### src/rtl/sign_code_buffer.sv
// Stability filter + repeat suppression + FIFO for gesture sign codes.
// Optional macro SIGN_DROP_COUNT_EN builds a saturating dropped-commit counter on DROP_CNT.
module sign_code_buffer #(
    parameter int                 WIDTH     = 6,
    parameter int                 DEPTH     = 8,
    parameter int                 STABLE    = 3,
    parameter logic [WIDTH-1:0]   IDLE_CODE = '0
) (
    input  logic                       CLK,
    input  logic                       RST,
    input  logic [WIDTH-1:0]           CODE_IN,
    input  logic                       CODE_VLD,
    output logic [WIDTH-1:0]           CODE_OUT,
    output logic                       OUT_VLD,
    input  logic                       OUT_RDY,
    output logic                       FULL,
    output logic [$clog2(DEPTH):0]     COUNT,
    output logic                       OVF,
    output logic [7:0]                 DROP_CNT
);
    localparam int AW = $clog2(DEPTH);
    localparam int RW = $clog2(STABLE + 1);

    typedef enum logic [1:0] {IDLE, TRACK, LOCKED} state_t;

    state_t             state, state_nxt;
    logic [WIDTH-1:0]   cand, cand_nxt;
    logic [RW-1:0]      run, run_nxt;
    logic [WIDTH-1:0]   last, last_nxt;
    logic               commit, push, pop, accept, drop;

    logic [WIDTH-1:0]   mem [DEPTH];
    logic [AW-1:0]      rd_ptr, wr_ptr;
    logic [AW:0]        count;

    // Filter: a code commits on the edge its run length reaches STABLE.
    always_comb begin
        state_nxt = state;
        cand_nxt  = cand;
        run_nxt   = run;
        commit    = 1'b0;
        if (CODE_VLD) begin
            case (state)
                IDLE: begin
                    cand_nxt  = CODE_IN;
                    run_nxt   = RW'(1);
                    state_nxt = TRACK;
                end
                TRACK: begin
                    if (CODE_IN == cand) begin
                        run_nxt = run + RW'(1);
                        if (run + RW'(1) == RW'(STABLE)) begin
                            state_nxt = LOCKED;
                            commit    = 1'b1;
                        end
                    end else begin
                        cand_nxt = CODE_IN;
                        run_nxt  = RW'(1);
                    end
                end
                LOCKED: begin
                    if (CODE_IN != cand) begin
                        cand_nxt  = CODE_IN;
                        run_nxt   = RW'(1);
                        state_nxt = TRACK;
                    end
                end
                default: state_nxt = IDLE;
            endcase
        end
    end

    // Repeat suppression: the same letter is only re-queued after an idle commit.
    always_comb begin
        last_nxt = last;
        push     = 1'b0;
        if (commit) begin
            if (cand == IDLE_CODE) begin
                last_nxt = IDLE_CODE;
            end else if (cand != last) begin
                last_nxt = cand;
                push     = 1'b1;
            end
        end
    end

    assign pop    = OUT_VLD & OUT_RDY;
    assign accept = push & (~FULL | pop);
    assign drop   = push & ~accept;

    always_ff @(posedge CLK or negedge RST) begin
        if (!RST) begin
            state <= IDLE;
            cand  <= IDLE_CODE;
            run   <= '0;
            last  <= IDLE_CODE;
        end else begin
            state <= state_nxt;
            cand  <= cand_nxt;
            run   <= run_nxt;
            last  <= last_nxt;
        end
    end

    always_ff @(posedge CLK) begin
        if (accept) mem[wr_ptr] <= cand;
    end

    always_ff @(posedge CLK or negedge RST) begin
        if (!RST) begin
            rd_ptr <= '0;
            wr_ptr <= '0;
            count  <= '0;
            OVF    <= 1'b0;
        end else begin
            OVF <= drop;
            if (accept) wr_ptr <= wr_ptr + AW'(1);
            if (pop)    rd_ptr <= rd_ptr + AW'(1);
            case ({accept, pop})
                2'b10:   count <= count + (AW+1)'(1);
                2'b01:   count <= count - (AW+1)'(1);
                default: count <= count;
            endcase
        end
    end

    // Head is masked while empty so the output reads zero out of reset.
    assign OUT_VLD  = (count != '0);
    assign FULL     = (count == (AW+1)'(DEPTH));
    assign COUNT    = count;
    assign CODE_OUT = OUT_VLD ? mem[rd_ptr] : '0;

`ifdef SIGN_DROP_COUNT_EN
    logic [7:0] drop_cnt;
    always_ff @(posedge CLK or negedge RST) begin
        if (!RST)                          drop_cnt <= 8'd0;
        else if (drop && drop_cnt != 8'hFF) drop_cnt <= drop_cnt + 8'd1;
    end
    assign DROP_CNT = drop_cnt;
`else
    assign DROP_CNT = 8'd0;
`endif

endmodule

### config.mk
export PLATFORM = sky130hd
export DESIGN_NAME = sign_code_buffer
export DESIGN_NICKNAME = d
export VERILOG_FILES = /design/src/rtl/sign_code_buffer.sv
export SDC_FILE = /design/constraint.sdc
export NUM_CORES = 1
export LEC_CHECK = 0
export ABC_AREA = 1
export BUFFER_PORTS_ARGS = -buffer_cell sky130_fd_sc_hd__buf_4
export CORE_UTILIZATION = 55
export CTS_BUF_LIST = sky130_fd_sc_hd__clkbuf_4 sky130_fd_sc_hd__clkbuf_8
export DETAILED_ROUTE_END_ITERATION = 8
export PLACE_DENSITY = 0.74
export SLEW_MARGIN = 20
export SYNTH_ARGS = -nofsm -noshare
export SYNTH_HDL_FRONTEND = slang
export SYNTH_SLANG_ARGS = --single-unit
### constraint.sdc
create_clock -name CLK -period 2.5 [get_ports CLK]
set_input_delay 0.375 -clock CLK [delete_from_list [all_inputs] [get_ports CLK]]
set_output_delay 0.375 -clock CLK [all_outputs]
set_load 0.05 [all_outputs]
# After elaboration in Yosys (flattened, before gate mapping)
# Memory sizes are Yosys's and may differ from the RTL's.
# Index checks and enable logic that the tools add are counted.
dict set report totals {
  reg_bits 27
  ramBits 48
  inputBits 10
  out_inout_bits 21
  word_cells 65
  mem_count 1
}
dict set report op_classes {
  addsub 5
  n_eq_ne 13
  muxes 22
  bitwise 6
  reduce_logical 10
}
# name depth word_bits read_ports rd_ports_with_merged_regs wr line_no
set memory_table {}
lappend memory_table {mem 8 6 1 0 1 32} ;# logic [WIDTH-1:0] mem [DEPTH];
# operator n
set ops {}
lappend ops {{$mux 6} 5}
lappend ops {{$pmux 6 s3} 1}
lappend ops {{$ne 6x6->1} 2}
lappend ops {{$pmux 2 s3} 2}
lappend ops {{$mux 1} 9}
lappend ops {{$mux 2} 4}
lappend ops {{$ne 2x2->1 const B} 4}
lappend ops {{$pmux 4 s2} 1}
lappend ops {{$reduce_and 4->1} 2}
lappend ops {{$add 3x1->3 const B} 2}
lappend ops {{$eq 2x2->1 const B} 3}
lappend ops {{$eq 6x6->1} 1}
lappend ops {{$logic_not 6->1} 1}
lappend ops {{$add 4x1->4 const B} 1}
lappend ops {{$eq 2x1->1 const B} 2}
lappend ops {{$eq 4x4->1 const B} 1}
lappend ops {{$reduce_bool 2->1} 2}
lappend ops {{$reduce_bool 4->1} 1}
lappend ops {{$sub 4x1->4 const B} 1}
lappend ops {{$and 1x1->1} 3}
lappend ops {{$reduce_and 3->1} 1}
lappend ops {{$reduce_bool 3->1} 1}
lappend ops {{$add 2x1->2 const B} 1}
lappend ops {{$logic_not 2->1} 1}
lappend ops {{other kinds (3)} 4}

# Depth between registers and ports, before layout
# Gate-level depths: netlist of run 1.
dict set report depth {
  depth_word 10
  ltp_mapped 19
  mapped_depth_nobuf 19
}

# Least setup slack after synthesis of run 1
# Ideal clock, no wire load.
dict set report synth_timing {
  kind {reg2reg}
  startpoint {reg count[3] (netlist: COUNT[3])}
  endpoint {mem mem[5][0] (enable)}
  setup_ns 0.268
  t_arrival_ns 2.633
  required_ns 2.232
  path_slack_ns -0.401
  stages_incl_launch_ff 8
  period_less_slack_ns 2.901
  path_cell_list {dfrtp_1 > inv_1 > nor3_1 > nand2_1 > nand2_2 > inv_4 > nand2_4 > nor3_1}
}
dict set report synth_via {
  elab_chain_len 6
  elab_cells_between_ends 8
}
# element line_no
set synth_rtl {}
lappend synth_rtl {{from (decl)} 34} ;# logic [AW:0] count;
lappend synth_rtl {{from (signal assigned)} 120} ;# 2'b10: count <= count + (AW+1)'(1);
lappend synth_rtl {{from (signal assigned)} 121} ;# 2'b01: count <= count - (AW+1)'(1);
lappend synth_rtl {{from (signal assigned)} 122} ;# default: count <= count;
lappend synth_rtl {{$eq 4x4->1} 129} ;# assign FULL = (count == (AW+1)'(DEPTH));
lappend synth_rtl {{via FULL} 16} ;# output logic FULL,
lappend synth_rtl {{$not 1->1} 88} ;# assign accept = push & (~FULL | pop);
lappend synth_rtl {{$or 1x1->1} 88}
lappend synth_rtl {{$and 1x1->1} 88}
lappend synth_rtl {{$mux 1} 106} ;# if (accept) mem[wr_ptr] <= cand;
lappend synth_rtl {{$mux 1 (implied by the code)} 106}
lappend synth_rtl {{to (decl)} 32}
# The timed path passes the listed nets, and every way through them passes these cells.

# Worst setup path after layout of run 1
dict set report layout_timing {
  startpoint {reg run[0]}
  endpoint {reg count[3] (netlist: COUNT[3])}
}
dict set report layout_via {
  elab_chain_len 10
  elab_cells_between_ends 12
}
# element line_no
set layout_rtl {}
lappend layout_rtl {{from (decl)} 28} ;# logic [RW-1:0] run, run_nxt;
lappend layout_rtl {{from (signal assigned)} 100} ;# run <= run_nxt;
lappend layout_rtl {{$add 2x1->2 *} 52} ;# if (run + RW'(1) == RW'(STABLE)) begin
lappend layout_rtl {{$eq 2x2->1 *} 52}
lappend layout_rtl {{$mux 1 *} 52}
lappend layout_rtl {{$mux 1 *} 50} ;# if (CODE_IN == cand) begin
lappend layout_rtl {{$mux 1 *} 43} ;# case (state)
lappend layout_rtl {{$mux 1 *} 42} ;# if (CODE_VLD) begin
lappend layout_rtl {{$mux 1 *} 77} ;# if (commit) begin
lappend layout_rtl {{$and 1x1->1 *} 88}
lappend layout_rtl {{$eq 2x1->1 or $eq 2x2->1 (tied branches)} 119} ;# case ({accept, pop})
lappend layout_rtl {{$pmux 4 s2 or $reduce_bool 2->1 (tied branches)} --}
# Every way passes the cells marked *; elsewhere a longest branch is shown, timed or not.
# A chain may end at the register's enable or synchronous reset.

==> run_results.csv, run 1 <==
group,metric,value,unit
run_status,status,"completed",
logic_synthesis,syn-cell-area,3560,um^2
worst_setup_path,critPathRequiredTime,2.74,ns
logic_synthesis,synth_top_family_by_area,"simple AND/OR/NAND/NOR gates",
logic_synthesis,synth_fa_ha_area_share,2.32,%
worst_setup_path,ff2ff_setup_slack,0.16,ns
logic_synthesis,yosys.area.top_type,"edfxtp_1",
floorplanning,die_h,82.4,um
logic_synthesis,synthXorXnorAreaFrac,1.97,%
placed_design,pre_cts_slack,-0.0384,ns
floorplanning,fp.dieW,82.4,um
cts,clkLatencyLatePin,0.35,ns
drt,wire_per_inst,14.4,um
layout,stdcell_count,484,
sta,fmax,0.427,GHz
worst_setup_path,crit_slowest_cell,"dfrtp_1",
floorplanning,start_util,58.7,%
hold_path,min_path_type,"input pin to flop",
cts,cts.sinks,75,
cts,clkTransAtPathRegs,0.07,ns
drt,routed.top_layer,"met4",
floorplanning,pin_count,31,
drt,met3WireLength,292,um
grt,grt_max_degree,28,
cts,numCtsBuffers,9,
layout,finalNetCount,420,
sta,rsz0062_at_grt,"no",
logic_synthesis,ys_ff_latch,75,
floorplanning,dieArea,6790,um^2
drt,ant_nets,0,
floorplanning,coreArea,6060,um^2
drt,drt_iter0_markers,80,
worst_setup_path,r2r-end,"COUNT[3]$_DFFE_PN0P_",
drt,drc,0,
sta,slew_viol_final,0,
sta,fin_crit_sh,93.6,%
layout,n_fill_cell,447,
grt,overflow,0,
logic_synthesis,ys_warn_count,0,
drt,via_per_inst,5.24,
floorplanning,fp-row-count,28,
logic_synthesis,synth_top_cell_area_share,40.5,%
layout,diodes,0,
logic_synthesis,synth_cell_types,32,
worst_setup_path,cp-start-kind,"flop",
worst_setup_path,reg2reg_depth,18,
drt,drt_wl_total,6950,um
logic_synthesis,muxShareOfSynthArea,0,%
logic_synthesis,synth-simple-area-share,18.4,%
cts,cts_root_buffer,"clkbuf_8",
cts,cts_tree,"yes",
grt,grt_pass1_vias,2381,
drt,wl_met1,2860,um
worst_setup_path,crit_path_end,"COUNT[3]$_DFFE_PN0P_",
cts,cts_max_level,3,
run,cap_violations,0,
power_and_ir_drop,pwr_density_cell,1190,nW/um^2
sta,finClkSkew,0.00904,ns
logic_synthesis,synth_area_per_cell,9.88,um^2
sta,hold_viol,0,
power_and_ir_drop,leakagePower,1.77,nW
power_and_ir_drop,ir_drop,700,uV
logic_synthesis,syn_inst,360,
sta,setup_ws,0.159,ns
worst_setup_path,critPathMaxFanout,5,
worst_setup_path,timing_worst_setup_path_type,"flop to flop",
worst_setup_path,worstPathArrival,2.58,ns
logic_synthesis,synth_area_leaders,"edfxtp_1, dfrtp_1, nand2_1",
cts,cts_buffer_depth,2,
grt,antenna_found_initial,0,
sta,period_needed,2.34,ns
drt,routed-wl-met2,3680,um
drt,drtPass1Iterations,5,
placed_design,place.gp.congestion,0.781,
layout,syn2layout_area_growth,16.3,%
layout,fin_util,68.2,%
logic_synthesis,synth-compound-area-share,9.99,%
worst_setup_path,cp_cell_sequence,"inv_1 -> ha_1 -> inv_1 -> nor3_2 -> nand4_2 -> inv_2 -> nand2_2 -> nand2_4 -> inv_2 -> ha_4 -> nand2_1 -> nand2_1 -> a31oi_4 -> inv_1 -> nand2_1 -> nand3_1 -> nand2_1 -> inv_1",
placed_design,dp.cells,466,
grt,grt_pass1_wl,11100,um
worst_setup_path,r2r-start,"run[0]$_DFFE_PN0P_",
sta,finalSetupViolCount,0,
worst_setup_path,max_stage_delay,0.36,ns
drt,dr_total_vias,2535,
grt,grt_use_total,23.2,%
worst_setup_path,endpoint_kind,"flop",
placed_design,post-dp-hpwl,4790,um
logic_synthesis,ys_seq_area_share,59.5,%
placed_design,portBuffers,22,
worst_setup_path,crit_path_start,"run[0]$_DFFE_PN0P_",
layout,drive_gt1_share,23.0,%
synthesized netlist by cell type, drive strengths merged:
master,instances
a21oi,4
a31oi,7
buf,10
clkbuf,7
conb,1
dfrtp,27
edfxtp,48
fa,1
ha,5
inv,44
nand2,71
nand3,8
nand4,4
nor2,51
nor3,11
o21ai,47
o22ai,6
xnor2,1
xor2,7
report_power, final:
group / leakage [nW] / total [mW] / internal, mW / switching [mW]
Sequential: 0.754 / 1.72 / 1.56 / 0.159
Clock: 0.0954 / 0.908 / 0.478 / 0.430
Combinational: 0.922 / 2.30 / 0.739 / 1.56
state kept, by name (all words and copies together) (netlist names):
signal  cells
rd_ptr      3
state       2
run         2
last        6
COUNT       4
cand        6
wr_ptr      3
mem        48
OVF         1
layout by cell type (no fill, tap or decap), types with 2 or more instances in the layout:
master    netlist  routed
ha_1            5       4
clkbuf_4        0       2
inv_2           8      10
nor2_2          3       3
clkbuf_8        0       9
a31oi_1         7       6
nor3_2          1       3
xor2_1          7       7
nand2_4         5       5
inv_1          35      33
dfrtp_2         0       4
o21ai_1         5       5
nand2_1        63      62
nand3_1         7       7
buf_4           9      42
edfxtp_1       48      48
o21ai_0        42      42
dfrtp_1        27      23
nand4_1         3       3
nor2_1         47      47
nand2_2         3       4
nor3_1         10       8
a21oi_2         2       2
clkinv_1        0       2
o22ai_1         6       6
conb_1          1       8
layout make-up:
type / count / area [um^2] / share of cell area, %
Sequential cell: 75 / 2120 / 51.3
Multi-Input combinational cell: 231 / 1230 / 29.8
Timing Repair Buffer: 43 / 325 / 7.87
Inverter: 44 / 168 / 4.06
Clock buffer: 11 / 139 / 3.36
Tap cell: 75 / 93.8 / 2.27
Clock inverter: 5 / 53.8 / 1.30
through the flow:
stage	cell area (um^2)	power (mW)	hold WS, ns	setup TNS (ns)
floorplan	3590	3.30	0.0794	0
global placement	3890	3.92	0.312	0
detailed placement	3890	3.98	0.317	-0.0384
CTS	4100	4.90	0.285	0
global route	4130	5.24	0.301	0
finish	4130	4.94	0.287	0
critical path: cells and delay by family, from the launching register on:
family / cells / cell delay, ns
buf+inv: 6 / 0.44
simple gates: 9 / 0.90
compound gates: 1 / 0.18
fa+ha+maj: 2 / 0.39
flops: 1 / 0.36
kinds of logic (layout without fill, tap and decap cells):
logic type      count (synthesis)  count (layout)
buf+inv                        61             103
fa+ha+maj                       6               6
simple gates                  145             145
compound gates                 64              64
xor+xnor                        8               8
flops                          75              75
other cells                     1               8
routing by layer:
layer	vias to the layer above	track usage (%)
met2	62	40.7
li1	1271	-
met4	0	10.7
met3	11	4.95
met1	1191	27.2
met5	-	0
how the worst min path moves through the flow:
stage / start / to / slack [ns] / cells past startpoint
after global placement: RST / state[0]$_DFFE_PN0P_ / 0.31 / 1
after floorplan: RST / COUNT[0]$_DFFE_PN0P_ / 0.08 / 0
after detailed placement: RST / state[0]$_DFFE_PN0P_ / 0.32 / 1
after global routing: CODE_IN[1] / cand[1]$_DFFE_PN0P_ / 0.30 / 3
after CTS: CODE_IN[3] / cand[3]$_DFFE_PN0P_ / 0.28 / 3
final: CODE_IN[2] / cand[2]$_DFFE_PN0P_ / 0.29 / 3
timing repair:
action / 4_1_cts / 5_1_grt
gates resized for setup: 3 / 6
setup endpoints to repair: 1 / 1
pin swaps: 0 / 2
hold buffers: 1 / 0
buffers inserted: 0 / 1
hold endpoints to repair: 27 / 0
No activity file was read; power rests on OpenSTA's default activity.
==> run 2, diff against run 1 <==
--- a/config.mk
+++ b/config.mk
@@ -7,8 +7,8 @@
 export LEC_CHECK = 0
 export ABC_AREA = 1
 export BUFFER_PORTS_ARGS = -buffer_cell sky130_fd_sc_hd__buf_4
+export CORE_ASPECT_RATIO = 2
 export CORE_UTILIZATION = 55
-export CTS_BUF_LIST = sky130_fd_sc_hd__clkbuf_4 sky130_fd_sc_hd__clkbuf_8
 export DETAILED_ROUTE_END_ITERATION = 8
 export PLACE_DENSITY = 0.74
 export SLEW_MARGIN = 20
==> run_results.csv, run 2 (synthesized netlist as in run 1, its figures left out) <==
group,metric,value,unit
power_and_ir_drop,combPwrFrac,44.0,%
worst_setup_path,worst-path-buf-inv,3,
drt,drtPass1Iterations,4,
worst_setup_path,cp-start-kind,"flop",
grt,grt_use_met2,45.9,%
drt,drt_iter0_markers,103,
placed_design,portBuffers,22,
worst_setup_path,timing_worst_setup_path_type,"flop to output port",
power_and_ir_drop,pwr_density_cell,1250,nW/um^2
grt,antenna_found_initial,0,
sta,finClkSkew,0.00585,ns
drt,ant_nets,0,
placed_design,post-dp-hpwl,5340,um
grt,grtUsageMet3,4.58,%
sta,hold_ws,0.298,ns
layout,finalNetCount,426,
drt,wire_per_inst,15.2,um
power_and_ir_drop,power,5.37,mW
floorplanning,fp-row-count,41,
floorplanning,dieArea,6810,um^2
worst_setup_path,critPathRequiredTime,2.12,ns
worst_setup_path,r2r-start,"cand[2]$_DFFE_PN0P_",
power_and_ir_drop,ir_drop,660,uV
layout,diodes,0,
worst_setup_path,crit_slowest_cell,"dfrtp_1",
grt,overflow,0,
layout,final_cell_mix,"nand2_1, buf_4, edfxtp_1, nor2_1, o21ai_0",
hold_path,hold_end,"cand[3]$_DFFE_PN0P_",
worst_setup_path,reg2reg_depth,17,
sta,period_needed,2.41,ns
drt,drt_wl_total,7640,um
run,cap_violations,0,
placed_design,dp.cells,479,
grt,top_usage_layer,"met2",
placed_design,place.gp.congestion,0.892,
hold_path,min-delay-start,"CODE_IN[3]",
run_status,status,"completed",
layout,syn2layout_area_growth,20.8,%
floorplanning,start_util,56.8,%
cts,cts_root_buffer,"clkbuf_16",
grt,grt_pass1_vias,2548,
worst_setup_path,ff2ff_setup_slack,0.21,ns
sta,setup_ws,0.0855,ns
sta,finalSetupViolCount,0,
cts,cts.sinks,75,
worst_setup_path,critPathMaxFanout,12,
drt,dr_total_vias,2649,
hold_path,min_path_type,"input pin to flop",
hold_path,hold_depth,3,
sta,fmax,0.414,GHz
placed_design,pre_cts_slack,-0.0252,ns
sta,fin_crit_sh,96.6,%
worst_setup_path,max_stage_delay,0.37,ns
layout,stdcell_count,501,
worst_setup_path,worstPathArrival,2.04,ns
grt,grt_max_degree,28,
cts,cts_buffer_depth,2,
layout,largest_reg_flops,48,
drt,via_per_inst,5.29,
worst_setup_path,critPathTopFamily,"buffers and inverters",
floorplanning,pin_count,31,
layout,final_common_cell,"nand2_1",
power_and_ir_drop,switchingPower,2.26,mW
floorplanning,coreArea,6260,um^2
worst_setup_path,endpoint_kind,"output port",
floorplanning,fp.dieW,58.9,um
power_and_ir_drop,swShare,42.1,%
power_and_ir_drop,leakagePower,1.83,nW
floorplanning,die_h,116,um
sta,slew_viol_final,0,
drt,drc,0,
sta,hold_viol,0,
layout,top_regs,"mem x48, cand x6, last x6",
power_and_ir_drop,pwr-share-clk,23.5,%
power_and_ir_drop,p_int,3.11,mW
worst_setup_path,cp_cell_sequence,"inv_1 -> o21ai_0 -> o22ai_1 -> o21ai_0 -> buf_4 -> a31oi_1 -> buf_4",
grt,grt_use_total,25.6,%
grt,use_met1,26.6,%
worst_setup_path,r2r-end,"COUNT[3]$_DFFE_PN0P_",
cts,clkLatencyLatePin,0.34,ns
layout,drive_gt1_share,25.3,%
grt,grt_pass1_wl,12200,um
layout,top_register,"mem",
power_and_ir_drop,seqPwrFrac,32.5,%
cts,numCtsBuffers,9,
cts,cts_tree,"yes",
cts,cts_max_level,3,
cts,clkTransAtPathRegs,0.06,ns
run 2: cell types whose count changed in the layout (fill, tap and decap cells not counted), moves of 2 or more:
cell        delta
buf_4          +6
nor2_2         +2
nor2_1         -2
dfrtp_2        +2
clkbuf_8       -9
clkinvlp_4     +4
dfrtp_1        -2
clkbuf_16      +9
clkbuf_4       -2
run 2: cell type report:
class	instances	area [um^2]
inverters	44	171
clock inverters	7	68.8
fillers	489	1960
flip-flops and latches	75	2120
well taps	86	108
multi-input cells	231	1230
clock buffers	9	225
repair buffers	49	370
run 2: worst min-delay path, delay by kind of cell:
kind                   cells  cell delay, ns
AOI/OAI and AO/OA          1            0.09
buffers and inverters      1            0.09
and+or+nand+nor            1            0.04
run 2: per-layer routing:
layer,wire length (um),up-vias
li1,-,1284
met4,363,0
met3,243,22
met1,2760,1273
met5,0,-
met2,4270,70
run 2: power groups by stage:
stage                     combinational [mW]  clock [mW]  sequential (mW)
after floorplan                         1.43           0             1.87
after global placement                  2.22           0             1.76
after detailed placement                2.27           0             1.76
after CTS                               2.29        1.27             1.74
after global routing                    2.57        1.33             1.77
final                                   2.36        1.26             1.75
run 2: repair_timing:
action	4_1_cts	5_1_grt
hold buffers	1	0
setup buffers	0	5
endpoints found under the setup margin	1	2
resized for setup	1	11
pin swaps	0	3
hold endpoints to repair	27	0
run 2: stage by stage:
step	utilization (%)	cell area, um^2	setup TNS (ns)
global placement	62.6	3920	0
detailed placement	62.6	3920	-0.0252
floorplan	-	3590	0
finish	68.7	4300	0
CTS	67.5	4220	0
global route	68.7	4300	-0.0170
run 2: worst max path at each step:
stage,depth (start not counted),end,slack (ns),startpoint
after floorplan,15,COUNT[3]$_DFFE_PN0P_,0.03,COUNT[2]$_DFFE_PN0P_
after global placement,17,COUNT[3]$_DFFE_PN0P_,0.09,cand[2]$_DFFE_PN0P_
after detailed placement,18,COUNT[3]$_DFFE_PN0P_,-0.03,run[0]$_DFFE_PN0P_
after CTS,19,COUNT[3]$_DFFE_PN0P_,0.006,cand[0]$_DFFE_PN0P_
after global routing,19,COUNT[3]$_DFFE_PN0P_,-0.02,cand[1]$_DFFE_PN0P_
final,7,CODE_OUT[1],0.09,rd_ptr[0]$_DFFE_PN0P_
